===== src/rtl/freq_duty_cfg_arbiter.sv =====
// Round-robin arbiter that serialises divider reconfiguration requests.
// Each legal update disables the divider, lets it settle, loads new counts, then re-enables it.
module freq_duty_cfg_arbiter #(
    parameter int unsigned Count_bits    = 8,
    parameter int unsigned N_REQ         = 4,
    parameter int unsigned SETTLE_CYCLES = 4,
    parameter int unsigned DEF_DIV       = 4,
    parameter int unsigned DEF_DUTY      = 2
) (
    input  logic                        i_clk,
    input  logic                        i_rst,
    input  logic                        i_run,
    input  logic [N_REQ-1:0]            i_req,
    input  logic [N_REQ*Count_bits-1:0] i_div_count_req,
    input  logic [N_REQ*Count_bits-1:0] i_duty_count_req,
    output logic [Count_bits-1:0]       o_div_count,
    output logic [Count_bits-1:0]       o_duty_count,
    output logic                        o_div_enable,
    output logic [N_REQ-1:0]            o_ack,
    output logic                        o_err,
    output logic                        o_busy,
    output logic [$clog2(N_REQ)-1:0]    o_owner
);

    localparam int unsigned OWN_W = $clog2(N_REQ);
    localparam int unsigned CNT_W = (SETTLE_CYCLES > 1) ? $clog2(SETTLE_CYCLES) : 1;

    typedef enum logic [1:0] {IDLE, QUIESCE, LOAD, ACK} state_t;

    state_t                 state;
    logic [CNT_W-1:0]       settle_cnt;
    logic [Count_bits-1:0]  lat_div;
    logic [Count_bits-1:0]  lat_duty;

    logic                   hit_c;
    logic [OWN_W-1:0]       cand_c;
    logic [OWN_W-1:0]       grant_idx_c;
    logic [Count_bits-1:0]  grant_div_c;
    logic [Count_bits-1:0]  grant_duty_c;
    logic                   grant_legal_c;

    // First pending requester after the last owner, wrapping around.
    always_comb begin
        hit_c       = 1'b0;
        cand_c      = '0;
        grant_idx_c = o_owner;
        for (int unsigned i = 1; i <= N_REQ; i++) begin
            cand_c = OWN_W'((32'(o_owner) + i) % N_REQ);
            if (!hit_c && i_req[cand_c]) begin
                hit_c       = 1'b1;
                grant_idx_c = cand_c;
            end
        end
        grant_div_c   = Count_bits'(i_div_count_req  >> (32'(grant_idx_c) * Count_bits));
        grant_duty_c  = Count_bits'(i_duty_count_req >> (32'(grant_idx_c) * Count_bits));
        grant_legal_c = (grant_div_c >= Count_bits'(2)) &&
                        (grant_duty_c >= Count_bits'(1)) &&
                        (grant_duty_c < grant_div_c);
    end

    always_ff @(posedge i_clk or posedge i_rst) begin
        if (i_rst) begin
            state        <= IDLE;
            settle_cnt   <= '0;
            lat_div      <= '0;
            lat_duty     <= '0;
            o_div_count  <= Count_bits'(DEF_DIV);
            o_duty_count <= Count_bits'(DEF_DUTY);
            o_div_enable <= 1'b0;
            o_ack        <= '0;
            o_err        <= 1'b0;
            o_busy       <= 1'b0;
            o_owner      <= OWN_W'(N_REQ - 1);
        end else begin
            o_ack <= '0;
            o_err <= 1'b0;
            case (state)
                IDLE: begin
                    o_div_enable <= i_run;
                    o_busy       <= 1'b0;
                    if (hit_c) begin
                        o_owner  <= grant_idx_c;
                        lat_div  <= grant_div_c;
                        lat_duty <= grant_duty_c;
                        o_busy   <= 1'b1;
                        if (grant_legal_c) begin
                            state        <= QUIESCE;
                            settle_cnt   <= CNT_W'(SETTLE_CYCLES - 1);
                            o_div_enable <= 1'b0;
                        end else begin
                            // Rejected pair: acknowledge with error, divider keeps running.
                            state <= ACK;
                            o_ack <= N_REQ'(1) << grant_idx_c;
                            o_err <= 1'b1;
                        end
                    end
                end
                QUIESCE: begin
                    o_div_enable <= 1'b0;
                    if (settle_cnt == '0) begin
                        state <= LOAD;
                    end else begin
                        settle_cnt <= settle_cnt - CNT_W'(1);
                    end
                end
                LOAD: begin
                    // Counts change on the same edge enable may rise, never while enabled.
                    o_div_count  <= lat_div;
                    o_duty_count <= lat_duty;
                    o_div_enable <= i_run;
                    o_ack        <= N_REQ'(1) << o_owner;
                    state        <= ACK;
                end
                ACK: begin
                    o_div_enable <= i_run;
                    o_busy       <= 1'b0;
                    state        <= IDLE;
                end
                default: begin
                    state <= IDLE;
                end
            endcase
        end
    end

endmodule


===== config.mk =====
export PLATFORM = sky130hd
export DESIGN_NAME = freq_duty_cfg_arbiter
export DESIGN_NICKNAME = d
export VERILOG_FILES = /design/src/rtl/freq_duty_cfg_arbiter.sv
export SDC_FILE = /design/constraint.sdc
export NUM_CORES = 1
export LEC_CHECK = 0
export ABC_AREA = 0
export ABC_CLOCK_PERIOD_IN_PS = 10800
export BUFFER_PORTS_ARGS = -buffer_cell sky130_fd_sc_hd__clkbuf_2
export CORE_MARGIN = 5
export CORE_UTILIZATION = 42
export CTS_CLUSTER_DIAMETER = 40
export CTS_CLUSTER_SIZE = 12
export DETAILED_ROUTE_END_ITERATION = 10
export MAX_ROUTING_LAYER = met4
export PLACE_DENSITY = 0.68
export SLEW_MARGIN = 20
export SYNTH_ARGS = -nofsm -noshare
export SYNTH_HDL_FRONTEND = slang
export SYNTH_SLANG_ARGS = --single-unit

===== constraint.sdc =====
create_clock -name i_clk -period 10.8 [get_ports i_clk]
set_input_delay 2.16 -clock i_clk [delete_from_list [all_inputs] [get_ports i_clk]]
set_output_delay 2.16 -clock i_clk [all_outputs]
set_load 0.005 [all_outputs]

# After elaboration in Yosys (flattened, before gate mapping)
# Cells that the tools add are included.
# totals
ram_bits	0
rom_bits	0
ff_bits	45
memories	0
latch_bits	0
input_bits	71
output_inout_bits	25
word_cells	85
# classes
reduce_logical	16
n_lt_le_gt_ge	7
n_mul	0
mux	35
add_sub_neg	5
n_div	0
eq_ne	7
bitwise_logic	0
shifts	4
# op_table
cell	n
$shr 32x5->8	2
$mux 2	10
$mux 1	14
$lt 2x3->1 const B	4
$bmux 1 s2	4
$ge 8x1->1 const B	1
$ge 8x2->1 const B	1
$lt 8x8->1	1
$mux 4	2
$ne 2x2->1 const B	4
$pmux 2 s4	1
$pmux 4 s2	1
$shl 1x2->4 const A	2
$logic_and 1x1->1	5
$add 2x1->2 const B	2
$add 2x2->2 const B	2
$eq 2x2->1 const B	2
$logic_not 2->1	2
$pmux 2 s2	1
$reduce_and 2->1	2
$reduce_and 4->1	1
$reduce_bool 2->1	2
$logic_not 1->1	3
$pmux 1 s3	1
other kinds (4)	4

# Logic depth before layout (Yosys ltp)
# depth
ltp_word	20
depth_mapped	19
depth_no_buf	17

# Worst setup path before layout
# No wires, ideal clock.
# synth_path
path_kind	input to register
startpoint	input i_req[3]
endpoint	register settle_cnt[0]
cell_stages	17
path_buffers	3
slack_ns	5.131
t_arrival_ns	5.570
setup_ns	0.099
path_cell_list	buf_2 mux2i_1 a32o_1 o21ba_2 nor3_1 o21a_1 buf_2 buf_2 mux4_1 inv_1 ha_1 a21o_1 a21o_1 a221oi_1 o211ai_1 o211a_1 a311oi_1
# synth_between
elab_chain_cells	18
# synth_lines
item	line	text
start: declaration	13	input logic [N_REQ-1:0] i_req,
$bmux 1 s2	49	if (!hit_c && i_req[cand_c]) begin
$mux 1 (not written as such)	49	
$mux 1	49	
$logic_not 1->1	49	
$logic_and 1x1->1	49	
$mux 1	49	
$logic_not 1->1	49	
$logic_and 1x1->1	49	
[2 not listed]	n/a	
$logic_and 1x1->1	49	
$mux 2	49	
$shr 32x5->8, on equally long branches	54, 55	
$ge 8x2->1 or $ge 8x1->1 (tied branches)	56, 57	
$logic_and 1x1->1	56	grant_legal_c = (grant_div_c >= Count_bits'(2)) &&
$logic_and 1x1->1	57	(grant_duty_c >= Count_bits'(1)) &&
$ne 2x2->1 (no source line)	n/a	
$reduce_and 4->1 (no source line) (*)	n/a	
end signal: assignment	88	settle_cnt <= CNT_W'(SETTLE_CYCLES - 1);
end signal: assignment	103	settle_cnt <= settle_cnt - CNT_W'(1);
end: declaration	31	logic [CNT_W-1:0] settle_cnt;
# Every way passes the cells marked *; elsewhere a longest branch is shown, timed or not. The select of a mux whose other input is x is not followed.
# A chain may end at the register's enable or synchronous reset.

# Final worst setup path
# layout_path
startpoint	input i_req[3]
endpoint	register settle_cnt[0]
# layout_between
elab_chain_cells	18
# layout_lines
item	line	text
$bmux 1 s2	49	
$mux 1 (not written as such)	49	
$mux 1	49	
$logic_not 1->1	49	
$logic_and 1x1->1	49	
$mux 1	49	
$logic_not 1->1	49	
$logic_and 1x1->1	49	
[3 not listed]	n/a	
$mux 2 (*)	49	
$shr 32x5->8 (*)	55	grant_duty_c = Count_bits'(i_duty_count_req >> (32'(grant_idx_c) * Count_bits));
via grant_duty_c[5]	39	logic [Count_bits-1:0] grant_duty_c;
$ge 8x1->1	57	
$logic_and 1x1->1	56	
$logic_and 1x1->1 (*)	57	
$ne 2x2->1 (no source line) (*)	n/a	
$reduce_and 4->1 (no source line) (*)	n/a	
# The timed path passes the listed nets; every way through them passes the cells marked *. The select of a mux whose other input is x is not followed.

==> metrics <==
status=finished, final reports clean; dpl ws=~4.5 ns; port bufs=95; Max Slew Vio Count=0; layout cell share with drive strength beyond 1=0.459; DRC=0; max_cap viols=0; total setup buffers inserted after CTS=0; Ports=96; # diodes=0; area of the multi-input gates=~1600 sq um; Fmax=164 MHz; gp weighted congestion=0.930; worst reg2reg endpoint=settle_cnt[0]; Placeable Area=~6800 sq um; clk root buf=clkbuf_8; Worst R2R Path Depth=15; Seq/Total Area, Yosys=0.389; Via Count=around 2400; antenna violations before repair=0; hold buffers post-CTS=0; die width=93.2 um; number of enable flip-flop cells after synthesis=0; RSZ-0062 raised after global routing=no; Total GRT Usage=0.187; design area=approximately 3500 sq um; Total Wirelength=approximately 7500 um; critical path arrival=6.31 ns; Cell Count, Final, Fillers Out=between 400 and 500; PD cells=approximately 350 nW/um^2; worst reg2reg setup slack=around 5.6 ns; setup ws final=4.70 ns; syn nets=333; Initial DRT Pass Iterations=4; Clk pin slew, worst setup/hold paths=around 0.09 ns; Fillers=620; CP Max Fanout=18; H-tree Lvls=2; Slew Limit Headroom=0.322; dpl hpwl=approximately 6000 um; Syn Area/Cell=between 10 and 15 sq um; wire length on met3=295 um; placed cells=410; first-pass GRT wire length=roughly 12000 um; setup_tns=0 ns; die area=8690 sq um; Via density=approximately 5.8; Reg-to-Reg Start=o_owner[0]; maximum vdd drop=about 200 uV; main flop type after synthesis=dfrtp_1; cell row count=30; min cycle time layout=between 6 and 7 ns; Final nets=between 400 and 500; top sig layer=met4; #FFs+latches synth=45; vias in the first global route=2518; worst path required time=roughly 11 ns; initial drt markers=between 100 and 150; post-cts sizing count=0; FF+latch area=approximately 1100 sq um; Post-DRT Antenna Nets=0; Worst Setup Path Type=input pin to register; Placed Area=~3400 sq um; Pleak=approximately 1.7 nW; clk_lat worst skew=approximately 0.30 ns; CTS max path bufs=2; Netlist cell types=between 50 and 60; hold depth=2; slew at the pin closest to its max-slew limit=a little over 1 ns; Hold Fails Final Rpt=0; Die H=around 93 um; clock skew=roughly 0.012 ns; global route overflow=0; Min-Delay Endpoint=lat_div[6]; overall power=1.23 mW; pin count of the biggest net entering global routing=46; Initial Util=0.430; post-synthesis async set-or-reset flop share=1.00; count of final setup violators=0; Syn Inst Count=~250; Detail Route met2 WL=about 3700 um; CTS sink cnt=45; Critical Path Source Type=input pin; wire per inst=between 15 and 20 um; Ys Warns=0; synthesized cell area=2910 sq um; Final Cycle Share=0.565; Syn-to-layout area delta=21.8%; worst min-delay path category=register to register; Hold Startpoint=lat_div[6]; CP endpoint kind=register; CTS tree=yes; TritonCTS Buffers=5; M1 WL=~3500 um
## cell usage in the layout (no fill, tap or decap), drive strengths merged, types with 2 or more instances in the layout
cell,n
nand2b,2
nor2b,3
o31ai,5
nand3,5
a311oi,2
mux2,25
nor4,3
mux4,14
inv,15
a21oi,9
ha,16
o211a,6
nand2,11
a31oi,4
dfrtp,41
nor2,12
nand4,2
or4,3
a32o,5
nor3,3
a21o,3
or3b,2
buf,3
clkbuf,100
o21ai,13
a221o,3
a211o,3
a211oi,2
mux2i,4
dfstp,4
## final cells by class
class,count,share of cell area
tap,80,0.0283
sequential,45,0.319
clock inverter,3,0.0138
timing repair buffer,98,0.141
inverter,15,0.0159
multi-input combinational,172,0.463
clock buffer,5,0.0194
## power by group
group	switching, mW	internal [mW]
Clock	0.0610	0.0705
Sequential	0.0596	0.259
Combinational	0.407	0.368
## kinds of logic (layout without fill, tap and decap cells)
group / Yosys count / in the layout / synth area share
AO/OA/AOI/OAI: 64 / 64 / 0.174
flip-flops: 45 / 45 / 0.389
AND/OR/NAND/NOR: 49 / 49 / 0.0899
buffers and inverters: 29 / 121 / 0.0478
multiplexers: 43 / 43 / 0.231
adder cells (fa/ha/maj): 16 / 16 / 0.0688
## synth_stat cells (all sizes together) (3+ instances only)
master,n,area share
dfstp,4,0.036
a31oi,4,0.0086
nand3,5,0.0086
o21ai,13,0.022
ha,16,0.069
a211o,3,0.0095
mux4,14,0.12
mux2,25,0.097
a21o,3,0.010
nor4,3,0.0065
nand2,11,0.014
buf,8,0.021
o31ai,5,0.013
a32o,5,0.017
nor2,12,0.016
a21oi,9,0.021
mux2i,4,0.015
o211a,6,0.021
nor3,3,0.0052
or4,3,0.010
a221o,3,0.011
inv,15,0.019
clkbuf,6,0.0077
dfrtp,41,0.35
nor2b,3,0.0065
## worst max path at each step
stage,endpoint,startpoint,slack [ns]
4_1_cts,settle_cnt[0],i_req[3],4.77
5_1_grt,settle_cnt[0],i_req[3],4.40
6_report,settle_cnt[0],i_req[3],4.70
2_1_floorplan,settle_cnt[0],i_req[3],5.13
3_3_place_gp,settle_cnt[1],i_req[3],4.59
3_5_place_dp,settle_cnt[0],i_req[3],4.49
## layer usage
layer | global-route usage | up-vias
met5 | - | -
met3 | 0.0217 | 9
li1 | - | 1141
met2 | 0.302 | 91
met1 | 0.250 | 1184
met4 | 0.0549 | 0
## flip-flops by register name, summed over array words and instances, names as in the netlist
signal and count:
lat_div 8, lat_duty 8, o_ack 4, o_busy 1, o_div_count 8, o_div_enable 1
o_duty_count 8, o_err 1, o_owner 2, settle_cnt 2, state 2
## worst max-delay path: stages
cell and delay (ns):
clkbuf_2 0.21, mux2i_1 0.16, a32o_1 0.31, o21ba_2 0.22, nor3_1 0.31, o21a_1 0.65, mux4_1 0.45, ha_1 0.32
a21o_1 0.17, a21o_1 0.17, a221oi_1 0.43, o211ai_1 0.21, o211a_1 0.27, a311oi_1 0.25
## through the flow
stage,hold slack [ns],util
2_1_floorplan,0.443,-
3_3_place_gp,0.461,0.507
3_5_place_dp,0.465,0.507
4_1_cts,0.488,0.524
5_1_grt,0.529,0.524
6_report,0.482,0.524
Power figures use the tool's default switching activity.
